<file path="src/rtl/student_fir_sched_pkg.sv">
// Shared types and constants for the FIR sample scheduler.
package student_fir_sched_pkg;

   // Scheduler states: wait for data, hand one sample to the chain, wait for completion.
   typedef enum logic [1:0] {
      IDLE  = 2'd0,
      ISSUE = 2'd1,
      WAIT  = 2'd2
   } sched_state_e;

   // Default bound on how long WAIT may last before giving up on the chain.
   localparam int TIMEOUT_CYCLES_DEF = 4096;

   // True whenever the scheduler owns a sample (anything but IDLE).
   function automatic logic state_is_busy(input sched_state_e s);
      return (s != IDLE);
   endfunction

endpackage

</file>
<file path="src/rtl/student_fir_sched_fifo.sv">
// Sample queue: synchronous FIFO with one push and one pop per cycle.
// A push to a full queue is accepted only when a pop happens in the same cycle.
module student_fir_sched_fifo #(
   parameter int DATA_SIZE = 16,
   parameter int DEPTH     = 4
) (
   input  logic                       clk_i,
   input  logic                       rst_i,
   input  logic                       push_i,
   input  logic [DATA_SIZE-1:0]       push_data_i,
   input  logic                       pop_i,
   output logic [DATA_SIZE-1:0]       pop_data_o,
   output logic                       full_o,
   output logic                       empty_o,
   output logic [$clog2(DEPTH):0]     level_o
);

   localparam int AW = $clog2(DEPTH);
   localparam int LW = AW + 1;

   logic [DATA_SIZE-1:0] r_mem [DEPTH];
   logic [AW-1:0]        r_wr_ptr;
   logic [AW-1:0]        r_rd_ptr;
   logic [LW-1:0]        r_count;

   logic w_full;
   logic w_empty;
   logic w_do_push;
   logic w_do_pop;

   assign w_full    = (r_count == LW'(DEPTH));
   assign w_empty   = (r_count == '0);
   assign w_do_pop  = pop_i & ~w_empty;
   assign w_do_push = push_i & (~w_full | w_do_pop);

   // Pointer and occupancy bookkeeping; pointers wrap naturally since DEPTH is a power of 2.
   always_ff @(posedge clk_i) begin
      if (rst_i) begin
         r_wr_ptr <= '0;
         r_rd_ptr <= '0;
         r_count  <= '0;
      end else begin
         if (w_do_push) r_wr_ptr <= r_wr_ptr + AW'(1);
         if (w_do_pop)  r_rd_ptr <= r_rd_ptr + AW'(1);
         case ({w_do_push, w_do_pop})
            2'b10:   r_count <= r_count + LW'(1);
            2'b01:   r_count <= r_count - LW'(1);
            default: r_count <= r_count;
         endcase
      end
   end

   // Storage array; contents need no reset because occupancy gates every read.
   always_ff @(posedge clk_i) begin
      if (w_do_push) r_mem[r_wr_ptr] <= push_data_i;
   end

   assign pop_data_o = r_mem[r_rd_ptr];
   assign full_o     = w_full;
   assign empty_o    = w_empty;
   assign level_o    = r_count;

endmodule

</file>
<file path="src/rtl/student_fir_sample_sched.sv">
// Feeds audio and software samples, one at a time, into a parallel FIR chain.
// Strobe semantics: aud_valid_i is a level whose rising edge carries one sample;
// sw_valid_i and fir_done_i are single-cycle pulses; fir_valid_o is a single-cycle
// pulse with fir_sample_o valid in that cycle. There is no back-pressure: the
// chain must accept every fir_valid_o, and a sample that cannot be queued is
// dropped and reported through overflow_o.
module student_fir_sample_sched
   import student_fir_sched_pkg::*;
#(
   parameter int DATA_SIZE      = 16,
   parameter int FIFO_DEPTH     = 4,
   parameter int TIMEOUT_CYCLES = TIMEOUT_CYCLES_DEF
) (
   input  logic                          clk_i,
   input  logic                          rst_i,
   input  logic                          aud_valid_i,
   input  logic [DATA_SIZE-1:0]          aud_sample_i,
   input  logic                          sw_valid_i,
   input  logic [DATA_SIZE-1:0]          sw_sample_i,
   output logic                          fir_valid_o,
   output logic [DATA_SIZE-1:0]          fir_sample_o,
   input  logic                          fir_done_i,
   input  logic                          clear_i,
   output logic                          busy_o,
   output logic [$clog2(FIFO_DEPTH):0]   fifo_level_o,
   output logic                          overflow_o,
   output logic                          timeout_o,
   output logic [1:0]                    dbg_state_o
);

   localparam int LW = $clog2(FIFO_DEPTH) + 1;
   localparam int CW = $clog2(TIMEOUT_CYCLES);

   sched_state_e         r_state;
   sched_state_e         w_state_nxt;

   logic                 r_aud_prev;
   logic                 r_aud_low_seen;
   logic                 w_aud_evt;

   logic                 r_skid_v;
   logic [DATA_SIZE-1:0] r_skid_data;
   logic                 w_skid_load;
   logic                 w_skid_drain;
   logic                 w_skid_ovf;

   logic                 w_push;
   logic [DATA_SIZE-1:0] w_push_data;
   logic                 w_pop;
   logic                 w_full;
   logic                 w_empty;
   logic [LW-1:0]        w_level;
   logic [DATA_SIZE-1:0] w_head;
   logic                 w_fifo_ovf;

   logic [CW-1:0]        r_cnt;
   logic                 w_timeout_evt;

   logic [DATA_SIZE-1:0] r_fir_sample;
   logic                 r_overflow;
   logic                 r_timeout;

   // A rising edge only counts once the strobe has been seen low after reset, so a
   // level held high across reset release does not look like a fresh event.
   assign w_aud_evt = aud_valid_i & ~r_aud_prev & r_aud_low_seen;

   // Edge-detect history for the audio strobe.
   always_ff @(posedge clk_i) begin
      if (rst_i) begin
         r_aud_prev     <= 1'b0;
         r_aud_low_seen <= 1'b0;
      end else begin
         r_aud_prev <= aud_valid_i;
         if (!aud_valid_i) r_aud_low_seen <= 1'b1;
      end
   end

   // Write arbitration: audio has priority, a colliding sw sample parks in the skid
   // register and drains on the next cycle without an audio event. A sw pulse that
   // finds the skid occupied replaces the parked sample and flags the loss.
   always_comb begin
      w_push       = 1'b0;
      w_push_data  = aud_sample_i;
      w_skid_load  = 1'b0;
      w_skid_drain = 1'b0;
      w_skid_ovf   = 1'b0;
      if (w_aud_evt) begin
         w_push      = 1'b1;
         w_push_data = aud_sample_i;
         if (sw_valid_i) begin
            w_skid_load = 1'b1;
            w_skid_ovf  = r_skid_v;
         end
      end else if (r_skid_v) begin
         if (sw_valid_i) begin
            w_skid_load = 1'b1;
            w_skid_ovf  = 1'b1;
         end else begin
            w_push       = 1'b1;
            w_push_data  = r_skid_data;
            w_skid_drain = 1'b1;
         end
      end else if (sw_valid_i) begin
         w_push      = 1'b1;
         w_push_data = sw_sample_i;
      end
   end

   // One-entry skid register for sw samples that lost arbitration.
   always_ff @(posedge clk_i) begin
      if (rst_i) begin
         r_skid_v    <= 1'b0;
         r_skid_data <= '0;
      end else if (w_skid_load) begin
         r_skid_v    <= 1'b1;
         r_skid_data <= sw_sample_i;
      end else if (w_skid_drain) begin
         r_skid_v    <= 1'b0;
      end
   end

   assign w_pop      = (r_state == ISSUE);
   assign w_fifo_ovf = w_push & w_full & ~w_pop;

   student_fir_sched_fifo #(
      .DATA_SIZE (DATA_SIZE),
      .DEPTH     (FIFO_DEPTH)
   ) u_fifo (
      .clk_i       (clk_i),
      .rst_i       (rst_i),
      .push_i      (w_push),
      .push_data_i (w_push_data),
      .pop_i       (w_pop),
      .pop_data_o  (w_head),
      .full_o      (w_full),
      .empty_o     (w_empty),
      .level_o     (w_level)
   );

   // Next-state logic; a done pulse in ISSUE or WAIT ends the transaction, in IDLE it is ignored.
   always_comb begin
      w_state_nxt   = r_state;
      w_timeout_evt = 1'b0;
      case (r_state)
         IDLE: begin
            if (!w_empty) w_state_nxt = ISSUE;
         end
         ISSUE: begin
            if (fir_done_i) w_state_nxt = IDLE;
            else            w_state_nxt = WAIT;
         end
         WAIT: begin
            if (fir_done_i) begin
               w_state_nxt = IDLE;
            end else if (r_cnt == CW'(TIMEOUT_CYCLES - 1)) begin
               w_state_nxt   = IDLE;
               w_timeout_evt = 1'b1;
            end
         end
         default: w_state_nxt = IDLE;
      endcase
   end

   // State register; the head sample is captured on entry to ISSUE and held afterwards.
   always_ff @(posedge clk_i) begin
      if (rst_i) begin
         r_state      <= IDLE;
         r_fir_sample <= '0;
      end else begin
         r_state <= w_state_nxt;
         if (r_state == IDLE && w_state_nxt == ISSUE) r_fir_sample <= w_head;
      end
   end

   // WAIT-duration counter: zeroed in ISSUE so the first WAIT cycle sees 0.
   always_ff @(posedge clk_i) begin
      if (rst_i) begin
         r_cnt <= '0;
      end else if (r_state == ISSUE) begin
         r_cnt <= '0;
      end else if (r_state == WAIT) begin
         r_cnt <= r_cnt + CW'(1);
      end
   end

   // Sticky error flags; a new event in the same cycle as clear_i keeps the flag set.
   always_ff @(posedge clk_i) begin
      if (rst_i) begin
         r_overflow <= 1'b0;
         r_timeout  <= 1'b0;
      end else begin
         if (w_skid_ovf || w_fifo_ovf) r_overflow <= 1'b1;
         else if (clear_i)             r_overflow <= 1'b0;
         if (w_timeout_evt)            r_timeout  <= 1'b1;
         else if (clear_i)             r_timeout  <= 1'b0;
      end
   end

   assign fir_valid_o  = (r_state == ISSUE);
   assign fir_sample_o = r_fir_sample;
   assign busy_o       = state_is_busy(r_state);
   assign fifo_level_o = w_level;
   assign overflow_o   = r_overflow;
   assign timeout_o    = r_timeout;
   assign dbg_state_o  = r_state;

endmodule

</file>
<file path="config.mk">
export PLATFORM = sky130hd
export DESIGN_NAME = student_fir_sample_sched
export DESIGN_NICKNAME = d
export VERILOG_FILES = /design/src/rtl/student_fir_sched_pkg.sv /design/src/rtl/student_fir_sched_fifo.sv /design/src/rtl/student_fir_sample_sched.sv
export SDC_FILE = /design/constraint.sdc
export NUM_CORES = 1
export LEC_CHECK = 0
export CORE_AREA = 5 5 121 89
export CTS_BUF_LIST = sky130_fd_sc_hd__clkbuf_8
export CTS_CLUSTER_SIZE = 12
export DETAILED_ROUTE_END_ITERATION = 16
export DIE_AREA = 0 0 126 94
export GPL_ROUTABILITY_DRIVEN = 0
export GPL_TIMING_DRIVEN = 0
export PLACE_DENSITY = 0.91
export SLEW_MARGIN = 25
export SYNTH_ARGS = -nofsm -noshare
export SYNTH_HDL_FRONTEND = slang
export SYNTH_SLANG_ARGS = --single-unit
</file>
<file path="constraint.sdc">
create_clock -name clk_i -period 2.4 [get_ports clk_i]
set_input_delay 0.24 -clock clk_i [delete_from_list [all_inputs] [get_ports clk_i]]
set_output_delay 0.24 -clock clk_i [all_outputs]
set_load 0.05 [all_outputs]
</file>
==> results of run 1 <==
-- layout by cell type, fill, tap and decap left out, types with 2 or more instances in the layout --
cell / count
sky130_fd_sc_hd__edfxtp_1: 64
sky130_fd_sc_hd__clkdlybuf4s50_1: 61
sky130_fd_sc_hd__dfxtp_1: 58
sky130_fd_sc_hd__nor2_1: 54
sky130_fd_sc_hd__nand2_1: 44
sky130_fd_sc_hd__a21oi_1: 44
sky130_fd_sc_hd__o22ai_1: 32
sky130_fd_sc_hd__inv_1: 26
sky130_fd_sc_hd__mux2i_1: 20
sky130_fd_sc_hd__clkbuf_8: 18
sky130_fd_sc_hd__a31oi_1: 17
sky130_fd_sc_hd__clkbuf_1: 16
sky130_fd_sc_hd__mux4_2: 16
sky130_fd_sc_hd__buf_2: 7
sky130_fd_sc_hd__nand3_1: 7
sky130_fd_sc_hd__xnor2_1: 6
sky130_fd_sc_hd__ha_1: 6
sky130_fd_sc_hd__and2_1: 5
sky130_fd_sc_hd__xor2_1: 5
sky130_fd_sc_hd__clkinvlp_4: 5
sky130_fd_sc_hd__o21ai_0: 4
sky130_fd_sc_hd__buf_4: 3
sky130_fd_sc_hd__nor3_1: 3
sky130_fd_sc_hd__or3_1: 3
sky130_fd_sc_hd__clkinv_4: 3
sky130_fd_sc_hd__buf_1: 2
sky130_fd_sc_hd__nor2_2: 2
sky130_fd_sc_hd__nand4_1: 2
sky130_fd_sc_hd__nor4_1: 2
sky130_fd_sc_hd__nor2b_1: 2
sky130_fd_sc_hd__clkinv_2: 2
sky130_fd_sc_hd__inv_6: 2
-- stage by stage --
step	cell area, sq um	hold WS (ns)	std cells	util
after floorplan	5351	0.3193	476	-
after global routing	6507	0.3666	698	0.6880
after detailed placement	6132	0.4468	666	0.6483
final	6507	0.3798	698	0.6880
after global placement	6132	0.4421	666	0.6483
after CTS	6505	0.3534	698	0.6877
-- cell type report --
| type | instances | area (sq um) |
|---|---|---|
| Buffer | 29 | 136.4 |
| Timing Repair Buffer | 62 | 623.1 |
| Tap cell | 128 | 160.2 |
| Clock buffer | 18 | 247.7 |
| Sequential cell | 122 | 3083 |
| Inverter | 27 | 101.3 |
| Multi-Input combinational cell | 298 | 2031 |
| Fill cell | 664 | 2952 |
| Clock inverter | 14 | 125.1 |
-- logic make-up (layout without fill, tap and decap cells) --
family          count (synthesis)  count (layout)  share of synthesized area
flops                         122             122                     0.5761
simple gates                  136             136                     0.1146
compound gates                106             106                     0.1181
buf+inv                        56             150                    0.04442
xor+xnor                       11              11                    0.01800
mux                            38              38                     0.1111
fa+ha+maj                       7               7                    0.01777
-- path summary, 6_finish.rpt --
kind,end,slack (ns),depth (start not counted)
worst max-delay path,u_fifo.r_mem[0][14],0.13,4
worst min-delay path,dbg_state_o[1],0.38,2
worst max register to register,u_fifo.r_mem[0][14],0.13,4
worst min register to register,fir_sample_o[10],0.46,2
-- state kept, by name (all words and copies together) (netlist names) --
register,cells
u_fifo.r_mem,64
r_cnt,12
fir_sample_o,16
u_fifo.r_wr_ptr,2
u_fifo.level_o,3
overflow_o,1
r_skid_data,16
r_aud_prev,1
r_skid_v,1
r_aud_low_seen,1
timeout_o,1
u_fifo.r_rd_ptr,2
dbg_state_o,2
-- cell usage after synthesis, drive strengths merged, types with 13 or more instances --
master  count
buf        13
nor2       56
clkbuf     16
inv        26
mux4       16
edfxtp     64
a21oi      44
dfxtp      58
o22ai      32
nand2      44
a31oi      17
mux2i      21
-- power by group --
group	total, mW	internal, mW	leakage [nW]	switching, mW
Sequential	2.61	2.48	1.06	0.124
Combinational	1.72	0.606	1.14	1.12
Clock	1.71	0.845	0.179	0.861
-- routing by layer --
| layer | up-vias | global-route usage | share of wire |
|---|---|---|---|
| met5 | - | 0 | 0 |
| met2 | 250 | 0.3496 | 0.46 |
| met4 | 0 | 0.08839 | 0.023 |
| met3 | 30 | 0.06080 | 0.098 |
| met1 | 1923 | 0.2960 | 0.41 |
| li1 | 1903 | - | - |
==> results.md, run 1 <==
- Outcome: completed
- Final Slew Violations: 0
- Slew HR: 0.4294
- Worst VDD drop: between 0.4 and 0.5 mV
- Clock input transition at the sequential cells of the worst setup and hold paths: 0.07 ns
- Overall Power: about 6.0 mW
- Slowest stage delay, CP: about 0.75 ns
- PD cells: about 930 nW/um^2
- CTS tree: yes
- Clock tree buffer depth: 2
- Post-route setup TNS: 0 ns
- Worst path buffer plus inverter count: 1
- Number of antenna violations at the first check in global routing: 0
- Syn Std Cell Area: between 5000 and 6000 sq um
- Cell type contributing the most total cell area after synthesis: sky130_fd_sc_hd__edfxtp_1
- Count of flip-flops with a built-in enable after synthesis: 64
- Measured slew at the worst slew-check pin: roughly 0.86 ns
- Required @ worst endpoint: about 2.5 ns
- Initial DRC count: 485
- Kind of start point of the critical path: register
- Share of the synthesized area in the top cell type: 0.3591
- Total gr overflow: 0
- CTS H-tree lvls: 4
- Worst clock skew on the final layout: ~0.010 ns
- Detailed-placement wirelength estimate: around 8.6 mm
- Final routed wirelength across all metal layers: about 13 mm
- Area growth from synthesis to final layout: 21.60%
- R2R Path Start: r_skid_v
- Width of the chip: around 130 um
- Post-CTS sizing: 0
- Critical Path Start: r_skid_v
- Antenna diode instance count: 0
- Standard cell core area: 9459 sq um
- Global router's overall resource usage: 0.2227
- Starting Density: 0.5657
- Number of vias after detailed routing: approximately 4100
- Share of final-layout standard cells stronger than drive strength 1: 0.1175
- Die boundary height: between 90 and 100 um
- Clock period minus worst slack: 2.266 ns
- Min setup slack post-route: between 0.1 and 0.15 ns
- Net count of the mapped netlist: approximately 520
- Clock sinks: 122
- Number of synthesized register bits: between 100 and 150
- Pin count of the biggest net entering global routing: 17
- Leading cell types by total area after synthesis: sky130_fd_sc_hd__edfxtp_1, sky130_fd_sc_hd__dfxtp_1, sky130_fd_sc_hd__mux4_2
- Number of buffers added on ports: 62
- Sequential area share after synthesis: 0.5761
- DRC viols: 0
- Synthesized instance count: ~480
- Worst Path Max Fanout: 16
- Pleak: ~2.4 nW
- Vias in the first global route: a little over 4000
- Post-DR wirelength/cell: between 15 and 20 um
- List of cells traversed by the critical path: ha_1 -> inv_1 -> a32oi_2 -> and2_1
- Netlist cell types: 53
- Achievable frequency: between 0.4 and 0.5 GHz
- Fin crit share: 0.9443
- Cell family with most CP delay: simple AND/OR/NAND/NOR gates
- Number of endpoints failing setup at the final stage: 0
- Classification of the worst-slack hold path: input pin to register
- Post-layout nets: between 600 and 700
- Nature of the critical path endpoint: register
- Die area: between 10000 and 15000 sq um
- Max-cap viol count: 0
- Number of synthesis warnings: 0
- Cell with the largest stage delay on the worst path: sky130_fd_sc_hd__and2_1
- Post-synthesis average cell area: ~11 sq um
- Root buffer cell: sky130_fd_sc_hd__clkbuf_8
- Data arrival time of the worst path: between 2 and 2.5 ns
- Crit path kind: register to register
- Async SR Flop Fraction: 0
- I/O pin count: between 60 and 70
- Min-Delay Startpoint: fir_done_i
- Number of failing hold endpoints at the final stage: 0
- Worst-skew pair later-pin latency: between 0.4 and 0.5 ns
- Setup Slack @ Placement: -0.2355 ns
- Hold buffer count at cts: 0
- Total clock buffers created by CTS: 17
- DR pass1 iterations: 6
- Number of rows created at floorplan: 30
- Unrepaired setup endpoints after global routing: no
- Routed vias/inst: approximately 6
- Postcts setup bufs: 0
- First-pass GRT wire length: around 20 mm
- Post-route ant nets: 0
- Top FF cell, synth: sky130_fd_sc_hd__edfxtp_1
Power figures use the tool's default switching activity.
==> run 2, diff against run 1 <==
ABC_AREA = 1   (was not set)
==> run 2 against run 1 <==
  * Routed wire length grew 5.0%
  * Synthesized area grew 0.21%
  * Register-to-register slack gained 0.07 ns
==> results.md, run 2 <==
- Outcome: completed (unchanged)
- Initial DRC count: 374 (was 485)
- RR Endpoint: u_fifo.r_mem[3][7] (was u_fifo.r_mem[0][14])
- Multi-input gate area: 1904 sq um (was 2031 sq um)
- FF-to-FF setup slack: 0.20 ns (was 0.13 ns)
- Overall Power: 6.052 mW (was 6.037 mW)
- PD cells: 925.9 nW/um^2 (was 927.8 nW/um^2)
- Unrepaired setup endpoints after global routing: no (unchanged)
- Number of antenna violations at the first check in global routing: 0 (unchanged)
- Standard cell core area: 9459 sq um (unchanged)
- Post-layout nets: 680 (was 602)
- Placed cell count: 744 (was 666)
- CTS tree: yes (unchanged)
- Worst r2r path cells: 5 (was 4)
- Pleak: 2.405 nW (was 2.377 nW)
- I/O pin count: 63 (unchanged)
- Worst VDD drop: 0.4871 mV (was 0.4157 mV)
- Number of endpoints failing setup at the final stage: 0 (unchanged)
- Final routed wirelength across all metal layers: 13.25 mm (was 12.62 mm)
- Die area: 11840 sq um (unchanged)
- Slowest stage delay, CP: 0.80 ns (was 0.75 ns)
- Number of buffers added on ports: 62 (unchanged)
- Worst clock skew on the final layout: 0.01237 ns (was 0.009960 ns)
- Count of flip-flops with a built-in enable after synthesis: 64 (unchanged)
- Slew HR: 0.3553 (was 0.4294)
- Kind of start point of the critical path: register (unchanged)
- Clock period minus worst slack: 2.200 ns (was 2.266 ns)
- Net count of the mapped netlist: 599 (was 521)
- Worst-skew pair later-pin latency: 0.43 ns (was 0.44 ns)
- Cell family with most CP delay: simple AND/OR/NAND/NOR gates (unchanged)
- Required @ worst endpoint: 2.45 ns (was 2.46 ns)
- Clock input transition at the sequential cells of the worst setup and hold paths: 0.07 ns (about the same)
- Leading cell types by total area after synthesis: sky130_fd_sc_hd__edfxtp_1, sky130_fd_sc_hd__dfxtp_1, sky130_fd_sc_hd__nor2_1 (was sky130_fd_sc_hd__edfxtp_1, sky130_fd_sc_hd__dfxtp_1, sky130_fd_sc_hd__mux4_2)
- Number of stages on the worst hold path: 2 (unchanged)
- Synthesized instance count: 554 (was 476)
- WHS Endpoint: r_skid_data[13] (was dbg_state_o[1])
- Share of final-layout standard cells stronger than drive strength 1: 0.1685 (was 0.1175)
- Post-route ant nets: 0 (unchanged)
- Syn Std Cell Area: 5363 sq um (was 5351 sq um)
- Post-route cell area: 6536 sq um (was 6507 sq um)
- CTS H-tree lvls: 4 (unchanged)
- Crit path kind: register to register (unchanged)
- Area growth from synthesis to final layout: 21.89% (was 21.60%)
- Worst hold slack: 0.4523 ns (was 0.3798 ns)
- Post-detailed-placement cell area: 6153 sq um (was 6132 sq um)
- Nature of the critical path endpoint: register (unchanged)
- Total clock buffers created by CTS: 17 (unchanged)
- Clock tree buffer depth: 2 (unchanged)
- Post-synthesis average cell area: 9.680 sq um (was 11.24 sq um)
- Total gr overflow: 0 (unchanged)
- Most frequent cells in the layout: sky130_fd_sc_hd__nor2_1, sky130_fd_sc_hd__edfxtp_1, sky130_fd_sc_hd__clkdlybuf4s50_1 (was sky130_fd_sc_hd__edfxtp_1, sky130_fd_sc_hd__clkdlybuf4s50_1, sky130_fd_sc_hd__dfxtp_1)
- Reg with most FFs: u_fifo.r_mem (unchanged)
- Max-cap viol count: 0 (unchanged)
- Min-Delay Startpoint: r_skid_data[13] (was fir_done_i)
- Number of synthesized register bits: 122 (unchanged)
- Final Slew Violations: 0 (unchanged)
- Global router's overall resource usage: 0.2340 (was 0.2227)
- Fin crit share: 0.9168 (was 0.9443)
- Dominant cell by count in the synthesized netlist: sky130_fd_sc_hd__nor2_1 (was sky130_fd_sc_hd__edfxtp_1)
- Post-DR wirelength/cell: 17.10 um (was 18.08 um)
- Most numerous cell types in the synthesized netlist: sky130_fd_sc_hd__nor2_1, sky130_fd_sc_hd__edfxtp_1, sky130_fd_sc_hd__dfxtp_1 (was sky130_fd_sc_hd__edfxtp_1, sky130_fd_sc_hd__dfxtp_1, sky130_fd_sc_hd__nor2_1)
- Starting Density: 0.5669 (was 0.5657)
- DRC viols: 0 (unchanged)
- Share of the synthesized area in the top cell type: 0.3584 (was 0.3591)
- Number of vias after detailed routing: 4404 (was 4106)
- Pin count of the biggest net entering global routing: 17 (unchanged)
- Routed vias/inst: 5.683 (was 5.883)
- Leading cell type in the layout, fill and taps excluded: sky130_fd_sc_hd__nor2_1 (was sky130_fd_sc_hd__edfxtp_1)
- R2R Path Start: r_skid_v (unchanged)
- Flip-flop count of the largest register, all copies and words added: 64 (unchanged)
- Antenna diode instance count: 0 (unchanged)
- Number of inserted filler cells in the final layout: 674 (was 664)
- Cell with the largest stage delay on the worst path: sky130_fd_sc_hd__nor2_2 (was sky130_fd_sc_hd__and2_1)
- Postcts setup bufs: 0 (unchanged)
- Root buffer cell: sky130_fd_sc_hd__clkbuf_8 (unchanged)
- Top FF cell, synth: sky130_fd_sc_hd__edfxtp_1 (unchanged)
- Worst Path Max Fanout: 16 (unchanged)
- Sequential area share after synthesis: 0.5749 (was 0.5761)
- Register area: 3083 sq um (unchanged)
- Post-CTS sizing: 0 (unchanged)
- Clock sinks: 122 (unchanged)
- Async SR Flop Fraction: 0 (unchanged)
- Detailed-placement wirelength estimate: 9.045 mm (was 8.630 mm)
- Final non-filler cell total: 775 (was 698)
- Achievable frequency: 0.4545 GHz (was 0.4413 GHz)
- Number of synthesis warnings: 0 (unchanged)
- Width of the chip: 126 um (unchanged)
- Measured slew at the worst slew-check pin: 0.9660 ns (was 0.8559 ns)
- Number of rows created at floorplan: 30 (unchanged)
- Classification of the worst-slack hold path: register to register (was input pin to register)
- Die boundary height: 94 um (unchanged)
- Cell type contributing the most total cell area after synthesis: sky130_fd_sc_hd__edfxtp_1 (unchanged)
- First-pass GRT wire length: 21.86 mm (was 20.38 mm)
- Final Util: 0.6910 (was 0.6880)
- Vias in the first global route: 4512 (was 4067)
- Netlist cell types: 39 (was 53)
- Worst path buffer plus inverter count: 1 (unchanged)
- Data arrival time of the worst path: 2.25 ns (was 2.33 ns)
- Hold buffer count at cts: 0 (unchanged)
- Number of failing hold endpoints at the final stage: 0 (unchanged)
- DR pass1 iterations: 5 (was 6)
- List of cells traversed by the critical path: ha_1 -> inv_1 -> nand2_2 -> nand2_1 -> nor2_2 (was ha_1 -> inv_1 -> a32oi_2 -> and2_1)
[run 2: cell count changes in the layout (fill, tap and decap cells not counted), sizes merged, moves of 6 or more]
cell    change
o21ai      +84
nor2       +36
inv        +33
o22ai      -31
mux2i      -21
nand2      +18
mux4       -16
a32o       +15
a21oi       -8
clkbuf      -8
nand3       +7
buf         +6
xnor2       -6
[run 2: area by class of cell]
class                      instances  share of cell area
sequential                       122              0.4717
multi-input combinational        344              0.2913
timing repair buffer              62             0.09495
clock buffer                      18             0.03790
inverter                          61             0.03560
tap                              128             0.02450
buffer                            27             0.02335
clock inverter                    13             0.02067
[run 2: where the power goes]
part,internal (mW),switching [mW]
registers,2.45,0.118
clock network,1.02,0.777
logic,0.532,1.15
[run 2: cell families after synthesis]
logic type               after synthesis  share of synthesized area
AND/OR/NAND/NOR                      179                     0.1465
adder cells (fa/ha/maj)                7                    0.01773
AO/OA/AOI/OAI                        158                     0.1890
flip-flops                           122                     0.5749
buffers and inverters                 88                    0.07186
[run 2: worst min-delay path: cells and delay by family (launching register included)]
kind	cells	cell delay [ns]
flops	1	0.30
buf+inv	1	0.07
compound gates	1	0.05
[run 2: per-layer routing]
metal	track usage	share of wire	wire, um
met1	0.2941	0.42	5530
met2	0.3894	0.48	6343
met3	0.06648	0.092	1216
met4	0.08393	0.012	161
met5	0	0	0
[run 2: metrics by stage]
step / worst slack [ns] / setup TNS, ns
final: 0.1997 / 0
after global routing: 0.07240 / 0
after CTS: 0.1912 / 0
after detailed placement: -0.1279 / -6.521
after global placement: -0.3930 / -23.14
after floorplan: 0.1513 / 0
[run 2: how the worst max path moves through the flow]
stage	start	to	slack, ns	cells past startpoint
6_report	r_skid_v	u_fifo.r_mem[3][7]	0.20	5
2_1_floorplan	dbg_state_o[0]	u_fifo.r_mem[0][0]	0.15	4
3_3_place_gp	sw_valid_i	u_fifo.r_mem[3][7]	-0.39	6
5_1_grt	r_skid_v	u_fifo.r_mem[0][6]	0.07	5
4_1_cts	r_skid_v	u_fifo.r_mem[0][7]	0.19	5
3_5_place_dp	sw_valid_i	u_fifo.r_mem[3][7]	-0.13	6
==> run 3, diff against run 2 <==
CORE_AREA = 2 2 118 86   (was 5 5 121 89)
DIE_AREA = 0 0 120 88   (was 0 0 126 94)
==> run 3 against run 2 <==
  * Clock-buffer cell count increased by 4
  * Die area is 11% lower
  * Clock skew rose by 0.0020 ns
  * Critical path type unchanged
  * Largest cell class unchanged
==> results.md, run 3 (synthesized netlist as in run 2, its figures left out) <==
- Routed vias/inst: 5.965 (was 5.683)
- Post-route ant nets: 0 (unchanged)
- WHS Endpoint: r_skid_data[14] (was r_skid_data[13])
- Fin crit share: 0.9124 (was 0.9168)
- Root buffer cell: sky130_fd_sc_hd__clkbuf_8 (unchanged)
- Outcome: completed (unchanged)
- Area growth from synthesis to final layout: 23.08% (was 21.89%)
- Worst r2r path cells: 5 (unchanged)
- RR Endpoint: u_fifo.r_mem[3][5] (was u_fifo.r_mem[3][7])
- DR pass1 iterations: 9 (was 5)
- Max-cap viol count: 0 (unchanged)
- Classification of the worst-slack hold path: input pin to register (was register to register)
- Data arrival time of the worst path: 2.25 ns (about the same)
- Final Slew Violations: 0 (unchanged)
- Pin count of the biggest net entering global routing: 17 (unchanged)
- FF-to-FF setup slack: 0.21 ns (was 0.20 ns)
- Worst clock skew on the final layout: 0.01441 ns (was 0.01237 ns)
- Unrepaired setup endpoints after global routing: no (unchanged)
- Total gr overflow: 0 (unchanged)
- Global router's overall resource usage: 0.2769 (was 0.2340)
- CTS tree: yes (unchanged)
- Number of stages on the worst hold path: 3 (was 2)
- Pleak: 2.442 nW (was 2.405 nW)
- Required @ worst endpoint: 2.46 ns (was 2.45 ns)
- Hold buffer count at cts: 0 (unchanged)
- Crit path kind: register to register (unchanged)
- Number of rows created at floorplan: 30 (unchanged)
- Die area: 10560 sq um (was 11840 sq um)
- Leading cell type in the layout, fill and taps excluded: sky130_fd_sc_hd__nor2_1 (unchanged)
- Number of antenna violations at the first check in global routing: 0 (unchanged)
- Vias in the first global route: 4507 (was 4512)
- Die boundary height: 88 um (was 94 um)
- Post-DR wirelength/cell: 18.17 um (was 17.10 um)
- Final non-filler cell total: 775 (unchanged)
- Most frequent cells in the layout: sky130_fd_sc_hd__nor2_1, sky130_fd_sc_hd__edfxtp_1, sky130_fd_sc_hd__clkdlybuf4s50_1 (unchanged)
- Worst Path Max Fanout: 16 (unchanged)
- Flip-flop count of the largest register, all copies and words added: 64 (unchanged)
- Measured slew at the worst slew-check pin: 0.9130 ns (was 0.9660 ns)
- Post-layout nets: 680 (unchanged)
- I/O pin count: 63 (unchanged)
- Final routed wirelength across all metal layers: 14.08 mm (was 13.25 mm)
- Kind of start point of the critical path: register (unchanged)
- Nature of the critical path endpoint: register (unchanged)
- Share of final-layout standard cells stronger than drive strength 1: 0.1747 (was 0.1685)
- Clock period minus worst slack: 2.190 ns (was 2.200 ns)
- Reg with most FFs: u_fifo.r_mem (unchanged)
- Initial DRC count: 503 (was 374)
- Total clock buffers created by CTS: 17 (unchanged)
- R2R Path Start: r_skid_v (unchanged)
- Standard cell core area: 9422 sq um (was 9459 sq um)
- DRC viols: 0 (unchanged)
- Starting Density: 0.5692 (was 0.5669)
- Number of vias after detailed routing: 4623 (was 4404)
- Post-detailed-placement cell area: 6153 sq um (unchanged)
- PD cells: 963.2 nW/um^2 (was 925.9 nW/um^2)
- Clock sinks: 122 (unchanged)
- Worst VDD drop: 0.4388 mV (was 0.4871 mV)
- Detailed-placement wirelength estimate: 8.738 mm (was 9.045 mm)
- Overall Power: 6.357 mW (was 6.052 mW)
- Number of failing hold endpoints at the final stage: 0 (unchanged)
- Worst-skew pair later-pin latency: 0.45 ns (was 0.43 ns)
- Post-route cell area: 6600 sq um (was 6536 sq um)
- Achievable frequency: 0.4567 GHz (was 0.4545 GHz)
- Post-CTS sizing: 0 (unchanged)
- Post-route setup TNS: 0 ns (unchanged)
- Number of buffers added on ports: 62 (unchanged)
- First-pass GRT wire length: 22.22 mm (was 21.86 mm)
- Placed cell count: 744 (unchanged)
- CTS H-tree lvls: 4 (unchanged)
- Min-Delay Startpoint: sw_sample_i[14] (was r_skid_data[13])
- Clock input transition at the sequential cells of the worst setup and hold paths: 0.07 ns (about the same)
- Slew HR: 0.3907 (was 0.3553)
- Postcts setup bufs: 0 (unchanged)
- Width of the chip: 120 um (was 126 um)
- Number of endpoints failing setup at the final stage: 0 (unchanged)
- Clock tree buffer depth: 2 (unchanged)
- Antenna diode instance count: 0 (unchanged)
==> run 3: how the worst max path moves through the flow <==
stage / depth (start not counted) / start / slack [ns] / endpoint
floorplan: 4 / dbg_state_o[0] / 0.15 / u_fifo.r_mem[0][0]
global placement: 6 / sw_valid_i / -0.33 / u_fifo.r_mem[1][8]
detailed placement: 6 / sw_valid_i / -0.07 / u_fifo.r_mem[2][8]
CTS: 5 / r_skid_v / 0.23 / u_fifo.r_mem[1][3]
global route: 5 / r_skid_v / 0.12 / u_fifo.r_mem[3][7]
finish: 5 / r_skid_v / 0.21 / u_fifo.r_mem[3][5]
==> run 3: per-layer routing <==
metal | wire (um) | up-vias | track usage
met5 | 0 | - | 0
met4 | 434 | 0 | 0.1123
met3 | 1746 | 55 | 0.08073
met2 | 6724 | 361 | 0.4762
met1 | 5177 | 2141 | 0.3322
li1 | - | 2066 | -
==> run 3: power breakdown <==
group	switching (mW)	internal (mW)	leakage [nW]
clock network	0.812	1.26	0.238
logic	1.18	0.532	1.14
registers	0.129	2.45	1.07
total	2.12	4.24	2.44
==> run 3: worst max-delay path: stages (launching register included) <==
cell,delay (ns)
sky130_fd_sc_hd__dfxtp_1,0.37
sky130_fd_sc_hd__ha_1,0.30
sky130_fd_sc_hd__inv_1,0.05
sky130_fd_sc_hd__nand2_2,0.10
sky130_fd_sc_hd__nand2_1,0.23
sky130_fd_sc_hd__nor2_2,0.77
==> run 3: metrics by stage <==
stage	setup slack, ns	hold slack, ns	util
2_1_floorplan	0.1513	0.3091	-
3_3_place_gp	-0.3286	0.4401	0.6521
6_report	0.2103	0.4559	0.7005
4_1_cts	0.2257	0.4541	0.7005
5_1_grt	0.1151	0.4611	0.7005
3_5_place_dp	-0.06594	0.4449	0.6531
==> run 3: final cells by class <==
type	instances	area, sq um
plain buffers	27	152.6
repair buffers	62	620.6
flip-flops and latches	122	3083
inverters	61	232.7
clock inverters	9	143.9
well taps	128	160.2
clock buffers	22	302.8
multi-input cells	344	1904
fillers	608	2821
